<file path="src/rtl/pc_unit.sv">
`default_nettype none
// ============================================================================
// Module      : pc_unit
// Description : MIPS program counter / next-address stage with overflow and
//               address-error exception capture (EPC, cause, counter).
// Revision    : 1.0 - initial release
// ============================================================================
module pc_unit #(
  parameter logic [31:0] RESET_PC   = 32'h0000_0000,
  parameter logic [31:0] EXC_VECTOR = 32'h0000_0180
) (
  input  logic        clk,
  input  logic        rst_n,
  input  logic        pcEnable,
  input  logic        branch,
  input  logic        aluZero,
  input  logic [31:0] branchOffset,
  input  logic        jump,
  input  logic [25:0] jumpTarget,
  input  logic        jumpReg,
  input  logic [31:0] jumpRegAddr,
  input  logic        ovfTrap,
  input  logic        aluOverflow,
  input  logic        eret,
  output logic [31:0] pc,
  output logic [31:0] pcPlus4,
  output logic [31:0] epc,
  output logic [4:0]  cause,
  output logic        flush,
  output logic        excTaken,
  output logic [7:0]  excCount
);

  localparam logic [4:0] c_CAUSE_OV   = 5'd12;
  localparam logic [4:0] c_CAUSE_ADEL = 5'd4;

  logic [31:0] r_pc;
  logic [31:0] r_epc;
  logic [4:0]  r_cause;
  logic        r_exc_taken;
  logic [7:0]  r_exc_count;

  logic        w_ov;
  logic        w_adel;
  logic        w_exc;
  logic [4:0]  w_code;
  logic [31:0] w_pc_plus4;
  logic [31:0] w_next_pc;

  assign w_pc_plus4 = r_pc + 32'd4;
  assign w_ov       = pcEnable & ovfTrap & aluOverflow;
  assign w_adel     = pcEnable & jumpReg & (jumpRegAddr[1:0] != 2'b00);
  assign w_exc      = w_ov | w_adel;
  assign w_code     = w_ov ? c_CAUSE_OV : c_CAUSE_ADEL;

  always_comb begin
    w_next_pc = w_pc_plus4;
    if (w_exc)
      w_next_pc = EXC_VECTOR;
    else if (eret)
      w_next_pc = r_epc;
    else if (jumpReg)
      w_next_pc = jumpRegAddr;
    else if (jump)
      w_next_pc = {w_pc_plus4[31:28], jumpTarget, 2'b00};
    else if (branch & aluZero)
      w_next_pc = w_pc_plus4 + {branchOffset[29:0], 2'b00};
  end

  // Reset wins over stall and over any exception raised in the same cycle.
  always_ff @(posedge clk) begin
    if (!rst_n) begin
      r_pc        <= RESET_PC;
      r_epc       <= 32'd0;
      r_cause     <= 5'd0;
      r_exc_taken <= 1'b0;
      r_exc_count <= 8'd0;
    end else if (!pcEnable) begin
      r_exc_taken <= 1'b0;
    end else begin
      r_pc        <= w_next_pc;
      r_exc_taken <= w_exc;
      if (w_exc) begin
        r_epc   <= r_pc;
        r_cause <= w_code;
        if (r_exc_count != 8'hFF)
          r_exc_count <= r_exc_count + 8'd1;
      end
    end
  end

  assign pc       = r_pc;
  assign pcPlus4  = w_pc_plus4;
  assign epc      = r_epc;
  assign cause    = r_cause;
  assign flush    = w_exc;
  assign excTaken = r_exc_taken;
  assign excCount = r_exc_count;

endmodule
`default_nettype wire

</file>
<file path="config.mk">
export PLATFORM = sky130hd
export DESIGN_NAME = pc_unit
export DESIGN_NICKNAME = d
export VERILOG_FILES = /design/src/rtl/pc_unit.sv
export SDC_FILE = /design/constraint.sdc
export NUM_CORES = 1
export LEC_CHECK = 0
export ABC_AREA = 1
export CAP_MARGIN = 20
export CELL_PAD_IN_SITES_DETAIL_PLACEMENT = 0
export CELL_PAD_IN_SITES_GLOBAL_PLACEMENT = 2
export CORE_MARGIN = 4
export CORE_UTILIZATION = 22
export DETAILED_ROUTE_END_ITERATION = 12
export PLACE_DENSITY_LB_ADDON = 0.1
export SLEW_MARGIN = 0
export SYNTH_ARGS = -nofsm -noshare
export SYNTH_HDL_FRONTEND = slang
export SYNTH_SLANG_ARGS = --single-unit
</file>
<file path="constraint.sdc">
create_clock -name clk -period 2.73 [get_ports clk]
set_input_delay 0.6825 -clock clk [delete_from_list [all_inputs] [get_ports clk]]
set_output_delay 0.6825 -clock clk [all_outputs]
set_load 0.02 [all_outputs]
</file>
=== Yosys cells after proc, flatten, opt, wreduce, memory -nomap -nowiden ===
Cells that the tools add are included.

* Bits in registers: 78
* Bits of input ports: 100
* Output and inout port bits: 111

* Add/sub/neg operators: 3
* Equality and inequality tests: 1
* Muxes and demuxes: 6
* Bitwise gates (word level): 6
* Reductions and logical operators: 4

{| class="wikitable"
|+ Operators with widths
! cell !! number
|-
| two-way mux 32 bit || 5
|-
| adder 32 x 3 -> 32 bit (second input constant) || 1
|-
| adder 32 bit || 1
|-
| adder 8 x 1 -> 8 bit (second input constant) || 1
|-
| != test 8 bit (second input constant) || 1
|-
| bitwise AND 1 bit || 5
|-
| two-way mux 4 bit || 1
|-
| AND reduction 2 bit || 2
|-
| AND reduction 3 bit || 1
|-
| nonzero test 2 bit || 1
|-
| bitwise OR 1 bit || 1
|}

=== Longest topological paths before layout ===
Gate-level depths: netlist (run 1).

* Depth after elaboration: 7
* Gate-level depth with buffers: 26
* Mapped depth without buffers: 26

=== Worst setup path before layout (run 1) ===
Ideal clock, no wire load.

* Path type: register to register
* Start: reg r_pc[2] (netlist: pc[2])
* End: reg r_pc[28] (netlist: pc[28])
* Library setup time: 116 ps
* Data arrival time: 3028 ps
* Required time: 2614 ps
* Slack: -414 ps
* Stages on the path, launching flop included: 24
* Cell sequence: dfxtp_1 ha_1 nand2_2 nor2_4 nand2_4 nor2_4 nand2_1 nor2_1 nand2_1 and2_1 ha_1 nand2_1 nor2_1 inv_1 nor3_1 nand3_1 nand3_1 nand2_1 nand3_1 nand2_1 nand2_1 nand2_1 nand2_1 a21oi_1

* Cells in the longest elaborated chain, start to end: 7

{| class="wikitable"
|+ RTL lines
! item !! RTL line !! source
|-
| start: declaration || 37 || <nowiki>logic [31:0] r_pc;</nowiki>
|-
| start signal: assignment || 81 || <nowiki>r_pc <= w_next_pc;</nowiki>
|-
| adder 32 x 3 -> 32 bit || 50 || <nowiki>assign w_pc_plus4 = r_pc + 32'd4;</nowiki>
|-
| named net pcPlus4[22] || 26 || <nowiki>output logic [31:0] pcPlus4,</nowiki>
|-
| adder 32 bit || 67 || <nowiki>w_next_pc = w_pc_plus4 + {branchOffset[29:0], 2'b00};</nowiki>
|-
| two-way mux 32 bit || 66 || <nowiki>else if (branch & aluZero)</nowiki>
|-
| two-way mux 32 bit || 64 || <nowiki>else if (jump)</nowiki>
|-
| two-way mux 32 bit || 62 || <nowiki>else if (jumpReg)</nowiki>
|-
| two-way mux 32 bit || 60 || <nowiki>else if (eret)</nowiki>
|-
| two-way mux 32 bit || 58 || <nowiki>if (w_exc)</nowiki>
|}

The timed path passes the listed nets, and every way through them passes these cells.
A chain may end at the register's enable or synchronous reset.

=== Worst setup path after layout (run 1) ===
* Start: reg r_pc[3] (netlist: pc[3])
* End: reg r_pc[30] (netlist: pc[30])

* Cells in the longest elaborated chain, start to end: 7

{| class="wikitable"
|+ RTL lines
! item !! RTL line
|-
| adder 32 x 3 -> 32 bit * || 50
|-
| adder 32 bit || 67
|-
| two-way mux 32 bit || 66
|-
| two-way mux 32 bit * || 64
|-
| two-way mux 32 bit * || 62
|-
| two-way mux 32 bit * || 60
|-
| two-way mux 32 bit * || 58
|}

Every way passes the cells marked *; elsewhere a longest branch is shown, timed or not.

==> metrics.yaml, run 1 <==
grt_usage_pct: 19.43
grt-ovfl-total: 0
cp_slowest_stage_delay_ns: 0.37
cts_buffers: 9
start_util_pct: 22.40
skew_ns: 0.008385
vias: 9288
synth_top_area_cell: "dfxtp_1"
r2r_setup_slack_ns: -0.35
yosysWarnings: 0
status: "finished with violations"
finalSetupViolations: 29
final_core_util_pct: 42.34
grt_pass1_wl_mm: 54.01
hold_end: "cause[3]"
num_antenna_cells: 0
crit_top_cell: "nand2_1"
slew_viol_final: 0
synth.area.top_cells: "dfxtp_1, nand2_1, a21oi_1, inv_1, nor2_1"
synth.avg_cell_area_um2: 5.737
first_iter_violations: 513
rsz0062_at_grt: "yes"
die_h_um: 187.5
post-route-min-period_ns: 3.083
fp.coreArea_um2: 31640
rows: 65
place.detailed.hpwl_mm: 28.86
yosysMostFrequentCell: "nand2_1"
fmax_mhz: 324.3
ant_nets: 0
io_pins: 211
pwr-share-comb_pct: 42.7
clock_latency_ns: 0.34
crit_path_top_delay_cell: "dfxtp_4"
cts_tree: "built"
clk_path_buf_depth: 2
drt_wl_total_mm: 35.36
synth_area_um2: 7086
hold_class: "register to register"
worstReg2RegStart: "pc[3]"
cellPowerDensity_nw_per_um2: 347.0
final_layout_size_suffix_gt1_share_pct: 38.07
start_kind: "register"
synth-edff-count: 0
power_mw: 4.647
clkPwrFrac_pct: 30.9
p_sw_share_pct: 34.39
htree_num_levels: 3
avgRoutedWirePerCell_um: 16.85
synthesis.instances: 1235
finalCritPeriodShare_pct: 112.9
peakVddDrop_mv: 0.2870
dieArea_um2: 35140
ys_seq_area_share_pct: 21.19
crit_type: "register to register"
seq_power_share_pct: 26.4
synth_top_flop_cell: "dfxtp_1"
r2r-end: "pc[30]"
crit_path_max_fanout: 4
path_cells: "ha_4, nand2_4, nor2_4, nand2_4, nor2_4, buf_6, nand4_1, xor2_2, buf_4, ha_4, inv_4, nor3_2, buf_4, nand2_2, nand3b_1, nand2_1, nand2_1, nand3_2, nand2_2, nand2_1, nand2_1, a21oi_1"
port_buffers: 205
violations: "negative setup slack"
die_w_um: 187.5
clk_pin_slew_worst_paths_ns: 0.06
fin_nets: 1830
p_int_mw: 3.049
final_cells: 2099
nFillCells: 3387
fin_ws_ns: -0.3533
placed_cells: 2042
hold_viol_final: 0
cp_data_arrival_time_ns: 3.36
reg2reg_depth: 22
clock-root-buffer: "clkbuf_16"
pre_cts_ws_ns: -0.5846
drv_cap: 0
p_leak_nw: 6.160
clock-sinks: 75
hp-start: "cause[3]"
yosysTopAreaCellShare_pct: 21.19
synth-seq-cells: 75
grt_max_degree: 45
antenna_found_initial: 0
p_switching_mw: 1.598
async_flop_share_pct: 0
drc: 0
syn2layout_area_growth_pct: 89.03
routed_via_density: 4.425
min_path_cells: 2
critPathCaptureType: "register"
place.gp.congestion: 0.8317
synth.distinct_cells: 46
first_global_vias: 9403
required_ns: 3.00
drt_first_pass_iters: 5
synth_common_cells: "nand2_1, inv_1, nor2_1, a21oi_1, nand3_1"
## area by class of cell
cell class                      instances  area, µm²  share of cell area, %
Sequential cell                        75       1538                  11.48
Timing Repair Buffer                  491       4258                  31.79
Inverter                              158      598.1                  4.465
Multi-Input combinational cell        957       6136                  45.81
Clock buffer                           11      254.0                  1.896
Tap cell                              402      503.0                  3.755
Clock inverter                          5      107.6                 0.8034
## worst max-delay path: cells and delay by family, from the launching register on
family                   cells  cell delay [ns]
AO/OA/AOI/OAI                1             0.10
flip-flops                   1             0.37
XOR/XNOR                     1             0.23
AND/OR/NAND/NOR             14             1.43
buffers and inverters        4             0.45
adder cells (fa/ha/maj)      2             0.43
## worst max-delay path by stage
stage,slack (ns),cells after the start,to,from
2_1_floorplan,-0.03,21,pc[29],pc[3]
3_3_place_gp,-0.55,20,pc[20],pc[14]
3_5_place_dp,-0.58,18,pc[30],branchOffset[0]
4_1_cts,-0.29,23,pc[31],pc[3]
5_1_grt,-0.53,22,pc[30],pc[3]
6_report,-0.35,22,pc[30],pc[3]
## state kept, by name, indices dropped and copies added (netlist names)
name,cells
cause,2
epc,32
excCount,8
excTaken,1
pc,32
## stage by stage
step,instance area (µm²),hold WS (ns),TNS (ns)
global route,13390,0.5018,-11.50
CTS,12870,0.4748,-3.817
finish,13390,0.4691,-5.273
global placement,11510,0.4519,-13.27
floorplan,7316,0.5156,-0.03075
detailed placement,11510,0.4626,-14.00
## cell usage in the layout (no fill, tap or decap), types with 4 or more instances in the layout
cell type and n:
nand2_4 21, ha_1 9, o21ai_0 59, inv_1 129, a21oi_1 109, clkbuf_2 7
nand3_4 6, dlygate4sd2_1 5, buf_12 7, dfxtp_1 56, nor3_4 5, ha_4 27
nor3_1 6, a21oi_4 5, buf_4 271, o21ai_1 11, dfxtp_2 14, nand3_1 49
nor2_4 23, nand2_2 91, inv_2 26, xnor2_4 4, nor2_1 103, dfxtp_4 5
nand2_1 294, nor2_2 19, buf_2 6, nand3_2 24, buf_6 18, clkdlybuf4s50_1 175
o21ai_2 11, o211ai_1 13, clkbuf_16 10, nand4_1 10, a21oi_2 17, xor2_1 8
## routing by layer
layer | vias to the layer above | global-route usage (%) | part of all wire, %
li1 | 4851 | - | -
met3 | 32 | 2.557 | 3.9
met4 | 0 | 3.755 | 1.9
met5 | - | 0 | 0
met1 | 4207 | 27.25 | 48
met2 | 198 | 32.18 | 46
## cells by family (layout without fill, tap and decap cells)
kind of cell	after synthesis	after routing	synth area share (%)
other cells	1	3	0.05292
flops	75	75	21.19
compound gates	232	232	17.39
simple gates	662	662	39.36
xor+xnor	20	20	2.578
fa+ha+maj	38	38	6.816
buf+inv	205	665	12.33
mux	2	2	0.2825
## power by group through the flow
stage | registers (mW) | clock network, mW | logic (mW)
final | 1.23 | 1.43 | 1.99
after global routing | 1.24 | 1.52 | 2.16
after CTS | 1.23 | 1.47 | 1.90
after detailed placement | 1.25 | 0 | 1.73
after global placement | 1.25 | 0 | 1.73
after floorplan | 1.34 | 0 | 0.702
## repair_timing
action / in CTS / in global routing
hold buffers: 0 / 0
buffers inserted: 25 / 16
pin swaps: 56 / 58
setup endpoints to repair: 54 / 47
gates resized for setup: 284 / 138
(Power assumes the default switching activity.)
==> run 2: changes to the inputs <==
--- a/config.mk
+++ b/config.mk
@@ -5,11 +5,10 @@
 export SDC_FILE = /design/constraint.sdc
 export NUM_CORES = 1
 export LEC_CHECK = 0
-export ABC_AREA = 1
 export CAP_MARGIN = 20
 export CELL_PAD_IN_SITES_DETAIL_PLACEMENT = 0
 export CELL_PAD_IN_SITES_GLOBAL_PLACEMENT = 2
-export CORE_MARGIN = 4
+export CORE_MARGIN = 3
 export CORE_UTILIZATION = 22
 export DETAILED_ROUTE_END_ITERATION = 12
 export PLACE_DENSITY_LB_ADDON = 0.1
==> metrics.yaml, run 2 <==
p_leak_nw: 4.911  # -20%
drv_cap: 0  # unchanged
finalCritPeriodShare_pct: 119.0  # +6.1 points
clock_latency_ns: 0.34  # about the same
fin_nets: 1357  # -26%
hold_class: "register to register"
antenna_found_initial: 2  # +2
finalSetupViolations: 35  # +21%
grt-busiest-layer: "met2"
place.detailed.hpwl_mm: 25.72  # -11%
use_met3_pct: 4.020  # +1.5 points
die_w_um: 170.6  # -9.0%
p_int_mw: 2.620  # -14%
nFillCells: 2615  # -23%
critPathCaptureType: "register"
yosysWarnings: 0  # unchanged
clock-root-buffer: "clkbuf_16"
fp.coreArea_um2: 26350  # -17%
r2r_setup_slack_ns: -0.52  # -0.17 ns
io_pins: 211  # unchanged
layout_commonest_cell: "buf_4"
use_met2_pct: 34.06  # +1.9 points
first_global_vias: 7778  # -17%
start_util_pct: 22.60  # +0.21 points
yosysTopAreaCellShare_pct: 25.20  # +4.0 points
final_core_util_pct: 45.07  # +2.7 points
clk_path_buf_depth: 2  # unchanged
dieArea_um2: 29090  # -17%
crit_buf_inv: 3  # -1
first_iter_violations: 344  # -33%
final_cells: 1559  # -26%
grt_pass1_wl_mm: 48.30  # -11%
cp.depth: 16  # -27%
status: "finished with violations"
max-slew-margin-rel_pct: 61.31
cp_data_arrival_time_ns: 3.52  # +0.16 ns
ys_seq_area_share_pct: 25.20  # +4.0 points
num_antenna_cells: 0  # unchanged
grt_usage_pct: 22.05  # +2.6 points
pwr-share-comb_pct: 35.0  # -7.7 points
p_sw_share_pct: 31.65  # -2.7 points
synth_top_area_cell: "dfxtp_1"
clkPwrFrac_pct: 35.1  # +4.2 points
seq_power_share_pct: 29.9  # +3.5 points
cp_slowest_stage_delay_ns: 0.37  # about the same
rsz0062_at_grt: "yes"
cts_buffers: 9  # unchanged
htree_num_levels: 3  # unchanged
synth_top_flop_cell: "dfxtp_1"
yosysMostFrequentCell: "nand2_1"
grt_max_degree: 36  # -20%
skew_ns: 0.007426  # -0.0009589 ns
die_h_um: 170.6  # -9.0%
cellPowerDensity_nw_per_um2: 322.7  # -7.0%
path_cells: "ha_4, nand3_4, buf_8, nor2_4, xor2_2, ha_4, a21oi_2, o211ai_1, a221oi_2, buf_4, o211ai_1, buf_4, xor2_2, nor2_1, o311a_1, o21ai_1"
vias: 7705  # -17%
async_flop_share_pct: 0  # unchanged
fin_ws_ns: -0.5194  # -0.1662 ns
reg2reg_depth: 16  # -27%
final_cell_mix: "buf_4, clkdlybuf4s50_1, nand2_1"
r2r-end: "pc[17]"
drt_first_pass_iters: 5  # unchanged
violations: "negative setup slack"
synthesis.instances: 801  # -35%
fmax_mhz: 307.7  # -5.1%
avgRoutedWirePerCell_um: 21.31  # +27%
crit_path_top_delay_cell: "dfxtp_4"
met1_usage_pct: 32.09  # +4.8 points
setup_tns_ns: -9.737  # -4.465 ns
final_layout_size_suffix_gt1_share_pct: 38.15  # +0.086 points
ant_nets: 0  # unchanged
synth.distinct_cells: 76  # +65%
crit_path_end: "pc[17]"
synth-edff-count: 0  # unchanged
drt_wl_total_mm: 33.22  # -6.0%
place.gp.congestion: 0.8220  # -1.2%
hold_viol_final: 0  # unchanged
crit_path_max_fanout: 4  # unchanged
required_ns: 3.00  # about the same
synth-seq-cells: 75  # unchanged
start_kind: "register"
p_switching_mw: 1.213  # -24%
drc: 0  # unchanged
rows: 59  # -9.2%
synth_common_cells: "nand2_1, dfxtp_1, a21oi_1, nor2_1, clkbuf_1"
worstReg2RegStart: "pc[2]"
worstMarginPinSlew_ns: 0.5782
holdWs_ns: 0.4780  # +0.008910 ns
synth_area_um2: 5957  # -16%
synth.area.top_cells: "dfxtp_1, nand2_1, ha_1, a21oi_1, xnor2_1"
post-route-min-period_ns: 3.249  # +0.1662 ns
clock-sinks: 75  # unchanged
placed_cells: 1502  # -26%
crit_start: "pc[2]"
critPathTopFamily: "compound AO/OA/AOI/OAI gates"
peakVddDrop_mv: 0.2844  # -0.90%
routed_via_density: 4.942  # +12%
syn2layout_area_growth_pct: 99.39
cts_tree: "built"
clk_pin_slew_worst_paths_ns: 0.06  # about the same
crit_type: "register to register"
synth.avg_cell_area_um2: 7.437  # +30%
grt-ovfl-total: 0  # unchanged
slew_viol_final: 0  # unchanged
port_buffers: 205  # unchanged
-- run 2: cell types whose count changed after synthesis, sizes merged, moves of 10 or more --
cell / delta
xor2: +12
xnor2: +24
a211oi: +10
nand3: -51
a21oi: -60
nor2: -89
inv: -142
nor2b: +11
a31oi: +10
o21ai: -36
a21o: +13
nand2: -263
-- run 2: power by group through the flow --
stage / Sequential [mW] / Combinational [mW] / Clock (mW)
global route: 1.15 / 1.43 / 1.43
floorplan: 1.21 / 0.459 / 0
global placement: 1.17 / 1.15 / 0
CTS: 1.15 / 1.25 / 1.38
finish: 1.15 / 1.34 / 1.35
detailed placement: 1.17 / 1.15 / 0
-- run 2: worst register-to-register path, delay by kind of cell (launching register included) --
kind / cells / cell delay [ns]
AOI/OAI and AO/OA: 6 / 1.27
adders and majority gates: 2 / 0.39
DFF: 1 / 0.37
buffers and inverters: 3 / 0.52
and+or+nand+nor: 3 / 0.25
xor gates and xnor gates: 2 / 0.38
-- run 2: cell families (layout without fill, tap and decap cells) --
family / count (synthesis) / in the layout / share of synthesized area (%)
and+or+nand+nor: 302 / 302 / 23.55
AOI/OAI and AO/OA: 258 / 258 / 29.36
DFF: 75 / 75 / 25.20
buffers and inverters: 66 / 487 / 4.495
xor gates and xnor gates: 56 / 56 / 8.360
adders and majority gates: 38 / 38 / 8.107
muxes: 5 / 5 / 0.8612
other: 1 / 3 / 0.06295
-- run 2: timing repair --
| item | CTS | global route |
|---|---|---|
| buffers inserted | 31 | 17 |
| hold buffers | 0 | 0 |
| endpoints found under the setup margin | 49 | 50 |
| resized for setup | 230 | 103 |
| pin swaps | 71 | 62 |
-- run 2: worst min path at each step --
| stage | cells after the start | start | endpoint |
|---|---|---|---|
| floorplan | 2 | pc[18] | epc[18] |
| global route | 2 | epc[1] | epc[1] |
| global placement | 2 | cause[2] | cause[2] |
| finish | 2 | epc[10] | epc[10] |
| detailed placement | 2 | cause[2] | cause[2] |
| CTS | 2 | epc[10] | epc[10] |
-- run 2: routing by layer --
metal  up-vias  share of wire, %  routed length, µm
met5         -              0.10                 34
met4         4               1.4                449
met3        29               5.7               1907
met2       238                45              14900
met1      3687                48              15930
li1       3747                 -                  -
-- run 2: layout make-up --
cell class              count  area [µm²]  area share, %
multi-input cells         662        5480          46.14
repair buffers            452        4021          33.86
flip-flops and latches     75        1553          13.07
well taps                 335       419.2          3.529
clock buffers              13       292.8          2.465
inverters                  19       71.32         0.6004
clock inverters             3       40.04         0.3371
-- run 2: per-stage QoR --
stage | cell area, µm² | total power [mW] | setup slack (ns)
final | 11880 | 3.833 | -0.5194
after global routing | 11880 | 4.002 | -0.6081
after CTS | 11270 | 3.773 | -0.5656
after detailed placement | 10110 | 2.314 | -1.023
after global placement | 10110 | 2.321 | -0.9990
after floorplan | 6284 | 1.671 | -0.4345
==> run 3: changes to the inputs <==
--- a/config.mk
+++ b/config.mk
@@ -5,6 +5,7 @@
 export SDC_FILE = /design/constraint.sdc
 export NUM_CORES = 1
 export LEC_CHECK = 0
+export ABC_CLOCK_PERIOD_IN_PS = 2730
 export CAP_MARGIN = 20
 export CELL_PAD_IN_SITES_DETAIL_PLACEMENT = 0
 export CELL_PAD_IN_SITES_GLOBAL_PLACEMENT = 2
==> results of run 3 <==
No change in the layout: final DEF, timing and power equal those of run 2.
